<file path="src/rtl/div_restoring_smm129_pkg.sv">
// Shared widths and state encoding for the restoring divider.
package div_restoring_smm129_pkg;

  localparam int unsigned W     = 129;
  localparam int unsigned W2    = 2 * W;
  localparam int unsigned CNT_W = 9;

  // Counter value seen on the edge that performs the final quotient step.
  localparam logic [CNT_W-1:0] LAST_CNT = CNT_W'(W2 - 1);

  typedef enum logic [1:0] {
    ST_IDLE = 2'd0,
    ST_RUN  = 2'd1,
    ST_DONE = 2'd2
  } state_e;

endpackage

</file>
<file path="src/rtl/div_restoring_smm129_step.sv">
// One radix-2 restoring step: shift the next dividend bit into the partial
// remainder, trial-subtract the divisor, keep the difference if non-negative.
module div_step_smm
  import div_restoring_smm129_pkg::*;
(
  input  logic [W:0]   r_i,
  input  logic         q_msb_i,
  input  logic [W-1:0] d_i,
  output logic [W:0]   r_o,
  output logic         bit_o
);

  logic [W+1:0] t;
  logic [W:0]   diff;

  // Trial subtraction; r_i never exceeds D-1 so the top bit of t is only a
  // safety margin for the compare and never reaches r_o.
  always_comb begin
    t     = {r_i, q_msb_i};
    diff  = t[W:0] - {1'b0, d_i};
    bit_o = (t >= {2'b00, d_i});
    r_o   = bit_o ? diff : t[W:0];
  end

endmodule

</file>
<file path="src/rtl/div_restoring_smm129.sv">
// Sequential radix-2 restoring divider, 2W-bit dividend by W-bit divisor,
// one quotient bit per clock, valid/ready handshake on both sides.
//
//  state   | meaning
//  --------+-------------------------------------------------------------
//  IDLE    | waiting for operands, in_ready high
//  RUN     | one restoring step per cycle, 2W cycles total
//  DONE    | result held on the outputs until out_ready
module div_restoring_smm129
  import div_restoring_smm129_pkg::*;
(
  input  logic          clk,
  input  logic          rst,
  input  logic          in_valid,
  output logic          in_ready,
  input  logic [W2-1:0] dividend,
  input  logic [W-1:0]  divisor,
  output logic          out_valid,
  input  logic          out_ready,
  output logic [W2-1:0] quotient,
  output logic [W-1:0]  remainder,
  output logic          div_by_zero
);

  state_e             state_q, state_d;
  logic [CNT_W-1:0]   cnt_q, cnt_d;
  logic [W2-1:0]      q_q, q_d;
  logic [W:0]         r_q, r_d;
  logic [W-1:0]       d_q, d_d;
  logic [W2-1:0]      quotient_q, quotient_d;
  logic [W-1:0]       remainder_q, remainder_d;
  logic               dbz_q, dbz_d;

  logic               accept;
  logic               last_step;
  logic [W:0]         step_r;
  logic               step_bit;

  div_step_smm u_step (
    .r_i     (r_q),
    .q_msb_i (q_q[W2-1]),
    .d_i     (d_q),
    .r_o     (step_r),
    .bit_o   (step_bit)
  );

  assign accept    = in_valid && (state_q == ST_IDLE);
  assign last_step = (cnt_q == LAST_CNT);

  // State and datapath registers; reset aborts any operation in flight.
  always_ff @(posedge clk) begin
    if (rst) begin
      state_q     <= ST_IDLE;
      cnt_q       <= '0;
      q_q         <= '0;
      r_q         <= '0;
      d_q         <= '0;
      quotient_q  <= '0;
      remainder_q <= '0;
      dbz_q       <= 1'b0;
    end else begin
      state_q     <= state_d;
      cnt_q       <= cnt_d;
      q_q         <= q_d;
      r_q         <= r_d;
      d_q         <= d_d;
      quotient_q  <= quotient_d;
      remainder_q <= remainder_d;
      dbz_q       <= dbz_d;
    end
  end

  // Next-state logic; a zero divisor skips RUN and goes straight to DONE.
  always_comb begin
    state_d = state_q;
    unique case (state_q)
      ST_IDLE: if (accept) state_d = (divisor == '0) ? ST_DONE : ST_RUN;
      ST_RUN:  if (last_step) state_d = ST_DONE;
      ST_DONE: if (out_ready) state_d = ST_IDLE;
      default: state_d = ST_IDLE;
    endcase
  end

  // Datapath updates: operand capture, shift/subtract steps, result capture.
  always_comb begin
    cnt_d       = cnt_q;
    q_d         = q_q;
    r_d         = r_q;
    d_d         = d_q;
    quotient_d  = quotient_q;
    remainder_d = remainder_q;
    dbz_d       = dbz_q;
    unique case (state_q)
      ST_IDLE: begin
        if (accept) begin
          d_d   = divisor;
          q_d   = dividend;
          r_d   = '0;
          cnt_d = '0;
          if (divisor == '0) begin
            quotient_d  = '1;
            remainder_d = dividend[W-1:0];
            dbz_d       = 1'b1;
          end
        end
      end
      ST_RUN: begin
        q_d   = {q_q[W2-2:0], step_bit};
        r_d   = step_r;
        cnt_d = cnt_q + 1'b1;
        if (last_step) begin
          quotient_d  = {q_q[W2-2:0], step_bit};
          remainder_d = step_r[W-1:0];
          dbz_d       = 1'b0;
        end
      end
      default: ;
    endcase
  end

  // Handshake outputs decode directly from state; results come from registers.
  always_comb begin
    in_ready    = (state_q == ST_IDLE);
    out_valid   = (state_q == ST_DONE);
    quotient    = quotient_q;
    remainder   = remainder_q;
    div_by_zero = dbz_q;
  end

endmodule

</file>
<file path="config.mk">
export PLATFORM = sky130hd
export DESIGN_NAME = div_restoring_smm129
export DESIGN_NICKNAME = d
export VERILOG_FILES = /design/src/rtl/div_restoring_smm129_pkg.sv /design/src/rtl/div_restoring_smm129_step.sv /design/src/rtl/div_restoring_smm129.sv
export SDC_FILE = /design/constraint.sdc
export NUM_CORES = 2
export LEC_CHECK = 0
export CAP_MARGIN = 20
export CORE_AREA = 3 3 300 302
export DETAILED_ROUTE_END_ITERATION = 16
export DIE_AREA = 0 0 303 305
export MAX_ROUTING_LAYER = met4
export PLACE_DENSITY_LB_ADDON = 0.15
export RECOVER_POWER = 25
export SETUP_SLACK_MARGIN = 0.05
export SYNTH_ARGS = -nofsm -noshare
export SYNTH_HDL_FRONTEND = slang
export SYNTH_SLANG_ARGS = --single-unit
export TNS_END_PERCENT = 5
</file>
<file path="constraint.sdc">
create_clock -name clk -period 4.4 [get_ports clk]
set_input_delay 0.66 -clock clk [delete_from_list [all_inputs] [get_ports clk]]
set_output_delay 0.66 -clock clk [all_outputs]
set_load 0.05 [all_outputs]
</file>
* Word level (Yosys, flattened, before mapping) *
Cells that the tools add are included.

storage, ports and cells
  memories = 0
  register bits = 916
  latch bits = 0
  bits of input ports = 391
  word-level logic and storage cells = 50
  output and inout port bits = 390
  bits in read-only memories = 0
  memory bits (writable) = 0

cells by class
  equal/unequal tests = 7
  add/sub/neg operators = 2
  bitwise gates (word level) = 0
  $lt $le $gt $ge = 1
  shifts and indexed selects = 0
  reductions and logical operators = 8
  $mul = 0
  mux-type cells = 24
  divide/modulo/power cells = 0

operators by type and width
  kind                                                                     count
  258-bit two-way mux                                                      4
  258-bit case mux with 2 select lines                                     2
  129-bit two-way mux                                                      3
  130-bit two-way mux                                                      2
  130-bit case mux with 2 select lines                                     1
  129-bit case mux with 2 select lines                                     1
  131-bit by 129-bit greater-or-equal comparator with 1-bit output         1
  130-bit by 129-bit subtractor with 130-bit output                        1
  129-bit zero test                                                        1
  9-bit case mux with 2 select lines                                       1
  9-bit by 1-bit adder with 9-bit output, second input constant            1
  9-bit == test, second input constant                                     1
  9-bit two-way mux                                                        1
  2-bit two-way mux                                                        4
  2-bit by 1-bit inequality test with 1-bit output, second input constant  3
  2-bit case mux with 3 select lines                                       1
  2-bit AND reduction                                                      2
  4-bit AND reduction                                                      1
  1-bit two-way mux                                                        3
  3-bit AND reduction                                                      1
  2-bit by 1-bit == test with 1-bit output, second input constant          1
  2-bit == test, second input constant                                     1
  2-bit zero test                                                          1
  2-bit inequality test, second input constant                             1
  other kinds (3)                                                          3

* Logic depth before layout (Yosys ltp) *
  depth in word-level cells = 4
  mapped depth = 18
  depth with buffers taken out = 15

* Cells and area by module *
A second synthesis with hierarchy kept.

unflattened totals
  cells, all modules = 5585
  area, all modules = 44854.3 µm²

by module, submodules not included
  module                cells each  area each (µm²)  instances
  div_restoring_smm129  3738        34061.4          1
  div_step_smm          1847        10792.9          1

* Least setup slack after synthesis *
No wires, ideal clock.

  path type = flip-flop to flip-flop
  start point = register d_q[20]
  end point = register remainder_q[7] (netlist: remainder[7])
  arrival = 3424 ps
  period minus slack after synthesis = 3552 ps
  data required time = 4272 ps
  setup time = 128 ps
  cell stages (with the launch flop) = 18
  setup slack = 848 ps
  path through = dfxtp_1 > inv_1 > ha_1 > nand2_2 > or4_1 > or4_1 > a21oi_2 > o31ai_1 > a21oi_2 > a211o_4 > a31o_1 > buf_4 > buf_8 > buf_6 > mux2i_1 > a21oi_1 > a21oi_1 > nor2_1

on the way
  cells in the longest elaborated chain, start to end = 4

RTL lines
  what                                                              RTL line                         text
  start, declared                                                   div_restoring_smm129.sv:29       logic [W-1:0] d_q, d_d;
  start signal, assigned                                            div_restoring_smm129.sv:57       d_q <= '0;
  start signal, assigned                                            div_restoring_smm129.sv:66       d_q <= d_d;
  131-bit by 129-bit greater-or-equal comparator with 1-bit output  div_restoring_smm129_step.sv:21  bit_o = (t >= {2'b00, d_i});
  130-bit two-way mux                                               div_restoring_smm129_step.sv:22  r_o = bit_o ? diff : t[W:0];
  129-bit two-way mux                                               div_restoring_smm129.sv:111      if (last_step) begin
  129-bit case mux with 2 select lines                              div_restoring_smm129.sv:93       unique case (state_q)
  end signal, assigned                                              div_restoring_smm129.sv:68       remainder_q <= remainder_d;
  end, declared                                                     div_restoring_smm129.sv:31       logic [W-1:0] remainder_q, remainder_d;

Every way passes these cells. The select of a mux whose other input is x is not followed.
A chain may end at the register's enable or synchronous reset.

* Final worst setup path *
  start point = register r_q[36]
  end point = register r_q[14]

on the way
  cells in the longest elaborated chain, start to end = 3

RTL lines
  what                                                              RTL line                         text
  start, declared                                                   div_restoring_smm129.sv:28       logic [W:0] r_q, r_d;
  start signal, assigned                                            div_restoring_smm129.sv:65       r_q <= r_d;
  131-bit by 129-bit greater-or-equal comparator with 1-bit output  div_restoring_smm129_step.sv:21
  130-bit two-way mux                                               div_restoring_smm129_step.sv:22
  130-bit case mux with 2 select lines                              div_restoring_smm129.sv:93

Every way passes these cells.

==> impl_metrics.csv <==
group,metric,value,unit
status,status,"complete, but fails checks",
status,violations,"max-capacitance violations, max-slew violations",
yosys,synth_cells,5591,
timing,post-route-min-period,4340,ps
timing,drv_slew,431,
clock_tree,insertion_delay,690,ps
clock_tree,cts_hold_buf,0,
place,place_ws,-83.1,ps
yosys,synthArstFlopShare,0,%
yosys,synthFlopType,"dfxtp_1",
place,dp_cells,7306,
critical_path,start_kind,"flip-flop",
clock_tree,cts.sinks,916,
power,p_clk_share,17.3,%
floorplan,die_h,305,um
final_layout,final_cells,7527,
critical_path,crit_arrival,4940,ps
timing,maxSlewHeadroom,-33.5,%
route,firstDrtPassIters,6,
critical_path,end_kind,"flip-flop",
timing,rsz0062_at_grt,"true",
critical_path,required,5000,ps
yosys,synth_nets,6114,
critical_path,critPathMaxFanout,20,
place,dpl.hpwl,148000,um
yosys,synth.yosys.seq_area_share,41.3,%
global_routing,grt_pass1_vias,42100,
route,ant_nets,0,
power,power.share.combinational,61.2,%
floorplan,io_pins,781,
power,p_total,48000,uW
power,seqPwrFrac,21.5,%
route,viasPerCell,6.22,
power,p_leak,0.0223,uW
global_routing,globalRouteTotalUtil,41.3,%
critical_path,slowest_stage,"or4_4",
timing,worst_slack,62.6,ps
clock_tree,cts-root-buf,"clkbuf_16",
floorplan,start_util,50.5,%
flow_run,cap_violations,3,
timing,setup_tns,0,ps
final_layout,drive_gt1_share,11.1,%
yosys,synth_seq_cells,916,
place,io_buffer_count,780,
global_routing,grt_pass1_wl,280000,um
floorplan,die_area,92400,um2
hold_path,holdCritPathClass,"in -> reg",
critical_path,crit_chain,"ha_1, nand2_1, or4_4, or4_1, nor4_2, buf_4, a211oi_1, o211ai_1, buf_4, a31o_4, buf_12, buf_12, nor2_1, a211oi_2, a21oi_1, nor2_2",
final_layout,final_nets,6774,
yosys,avgSynthCellArea,7.94,um2
timing,report.final.setup_viol,0,
route,routed_wl,196000,um
timing,fin_crit_sh,98.6,%
final_layout,synthToLayoutAreaGrowth,29.4,%
timing,finClkSkew,29.3,ps
route,avgRoutedWirePerCell,26.0,um
power,switching_share,48.5,%
route,drtIter0Drc,6307,
timing,hold_violations,0,
clock_tree,ctsHtreeMaxLevel,3,
yosys,synth_edf_count,0,
timing,max_freq,231,MHz
route,num_vias,46800,
floorplan,die_x,303,um
yosys,yosysWarnings,0,
power,ir_worst_vdd,0.752,mV
clock_tree,cts_buffers,95,
clock_tree,cts.path.max_buffers,3,
final_layout,fillers,7649,
power,p_per_area,836,nW/um2
yosys,synth_area,44400,um2
floorplan,fp.coreArea,88000,um2
critical_path,criticalPathCategory,"reg -> reg",
yosys,synth_top_area_share,41.3,%
critical_path,startpoint,"r_q[36]",
critical_path,crit_path_max_incr_delay,580,ps
global_routing,grt_max_degree,249,
yosys,synth_area_leaders,"dfxtp_1, nand2_1, o221a_2",
final_layout,fin_util,65.3,%
floorplan,rows,109,
global_routing,antenna_found_initial,36,
yosys,synth_top_area_cell,"dfxtp_1",
power,p_int,24700,uW
critical_path,r2r_start,"r_q[36]",
global_routing,grt-ovfl-total,0,
route,drc_errors,0,
power,power.switching,23300,uW
place,gp_congestion,1.11,
timing,tightestPinTransition,2000,ps
clock_tree,path_clk_slew,70,ps
hold_path,min_from,"rst",
yosys,synth_cell_type_count,80,
clock_tree,cts_tree,"done",
layout by cell type, fill, tap and decap left out, types with 32 or more instances in the layout:
cell	netlist	layout
mux2i_1	35	33
nand4_1	74	74
o21bai_1	41	41
o221a_2	261	261
o21ai_0	277	274
a311oi_1	139	139
nor4_1	91	90
nor3_1	125	123
dfxtp_1	916	916
buf_4	5	194
nand2_1	892	890
xnor2_1	70	70
nand3_1	54	54
inv_1	178	177
diode_2	0	35
nor2_1	754	748
xor2_1	53	53
clkdlybuf4s50_1	0	779
clkbuf_16	0	96
a21oi_1	566	560
o211ai_1	32	32
a211oi_1	90	86
a21o_1	54	54
ha_1	131	125
through the flow:
stage | cell area [um2] | hold slack, ps
2_1_floorplan | 44400 | 435
3_3_place_gp | 54000 | 438
3_5_place_dp | 54000 | 445
4_1_cts | 57200 | 415
5_1_grt | 57400 | 456
6_report | 57400 | 425
flip-flops by register name (all words and copies together) (netlist names):
name	cells
state_q	2
q_q	258
cnt_q	9
div_by_zero	1
quotient	258
r_q	130
d_q	129
remainder	129
layer usage:
metal	GRT usage, %	up-vias	part of all wire, %
li1	-	21400	-
met1	55.9	22200	41
met2	55.7	2744	41
met3	12.3	434	13
met4	19.7	0	5.3
met5	-	-	0
synthesized netlist by cell type, drive strengths merged (10+ instances only):
cell and n:
dfxtp 916, nand2 893, nor2 756, a21oi 568, clkbuf 398, o21ai 288, o221a 261, inv 178
a311oi 140, ha 131, nor3 125, nor4 91, a211oi 90, nand4 74, xnor2 70, a21o 54
nand3 54, xor2 53, buf 46, o21bai 41, mux2i 35, o211ai 32, a31oi 24, a22oi 23
nand2b 23, o31ai 22, a221oi 20, a21boi 16, o21a 15, a211o 12, and2 12, or4 12
a22o 10
path summary, 6_finish.rpt:
check	slack, ps	depth (start not counted)	endpoint
setup / recovery	60	16	r_q[14]
hold / removal	420	2	div_by_zero
setup reg to reg	60	16	r_q[14]
hold reg to reg	450	2	d_q[10]
what timing repair did:
action | in CTS | in global routing
endpoints found under the setup margin | 10 | 121
gates cloned | 0 | 1
pin swaps | 1 | 6
setup buffers | 0 | 12
resized for setup | 2 | 34
cell type report:
class	count	area (um2)	share of cell area (%)
flip-flops and latches	916	18300	31.9
clock buffers	138	2720	4.74
repair buffers	1006	9840	17.1
clock inverters	35	475	0.828
well taps	1165	1460	2.54
diodes	35	87.6	0.153
multi-input cells	4053	23800	41.5
inverters	179	679	1.18
critical path: cells and delay by family (launching register included):
kind / cells / cell delay, ps
AOI/OAI and AO/OA: 5 / 820
adders and majority gates: 1 / 380
buffers and inverters: 4 / 740
DFF: 1 / 430
and+or+nand+nor: 6 / 1830
cell families after synthesis:
logic type               count (synthesis)  synth area share [%]
AO/OA/AOI/OAI                         1675                  26.5
XOR/XNOR                               123                  2.43
AND/OR/NAND/NOR                       2085                  19.7
flip-flops                             916                  41.3
buffers and inverters                  623                  5.49
adder cells (fa/ha/maj)                132                  3.74
multiplexers                            37                 0.840
power groups by stage:
stage / combinational, uW / sequential (uW) / clock, uW
after floorplan: 16900 / 9820 / 0
after global placement: 27400 / 10300 / 0
after detailed placement: 27400 / 10300 / 0
after CTS: 27500 / 10200 / 8370
after global routing: 31000 / 10300 / 8670
final: 29400 / 10300 / 8320
No activity file was read; power rests on OpenSTA's default activity.
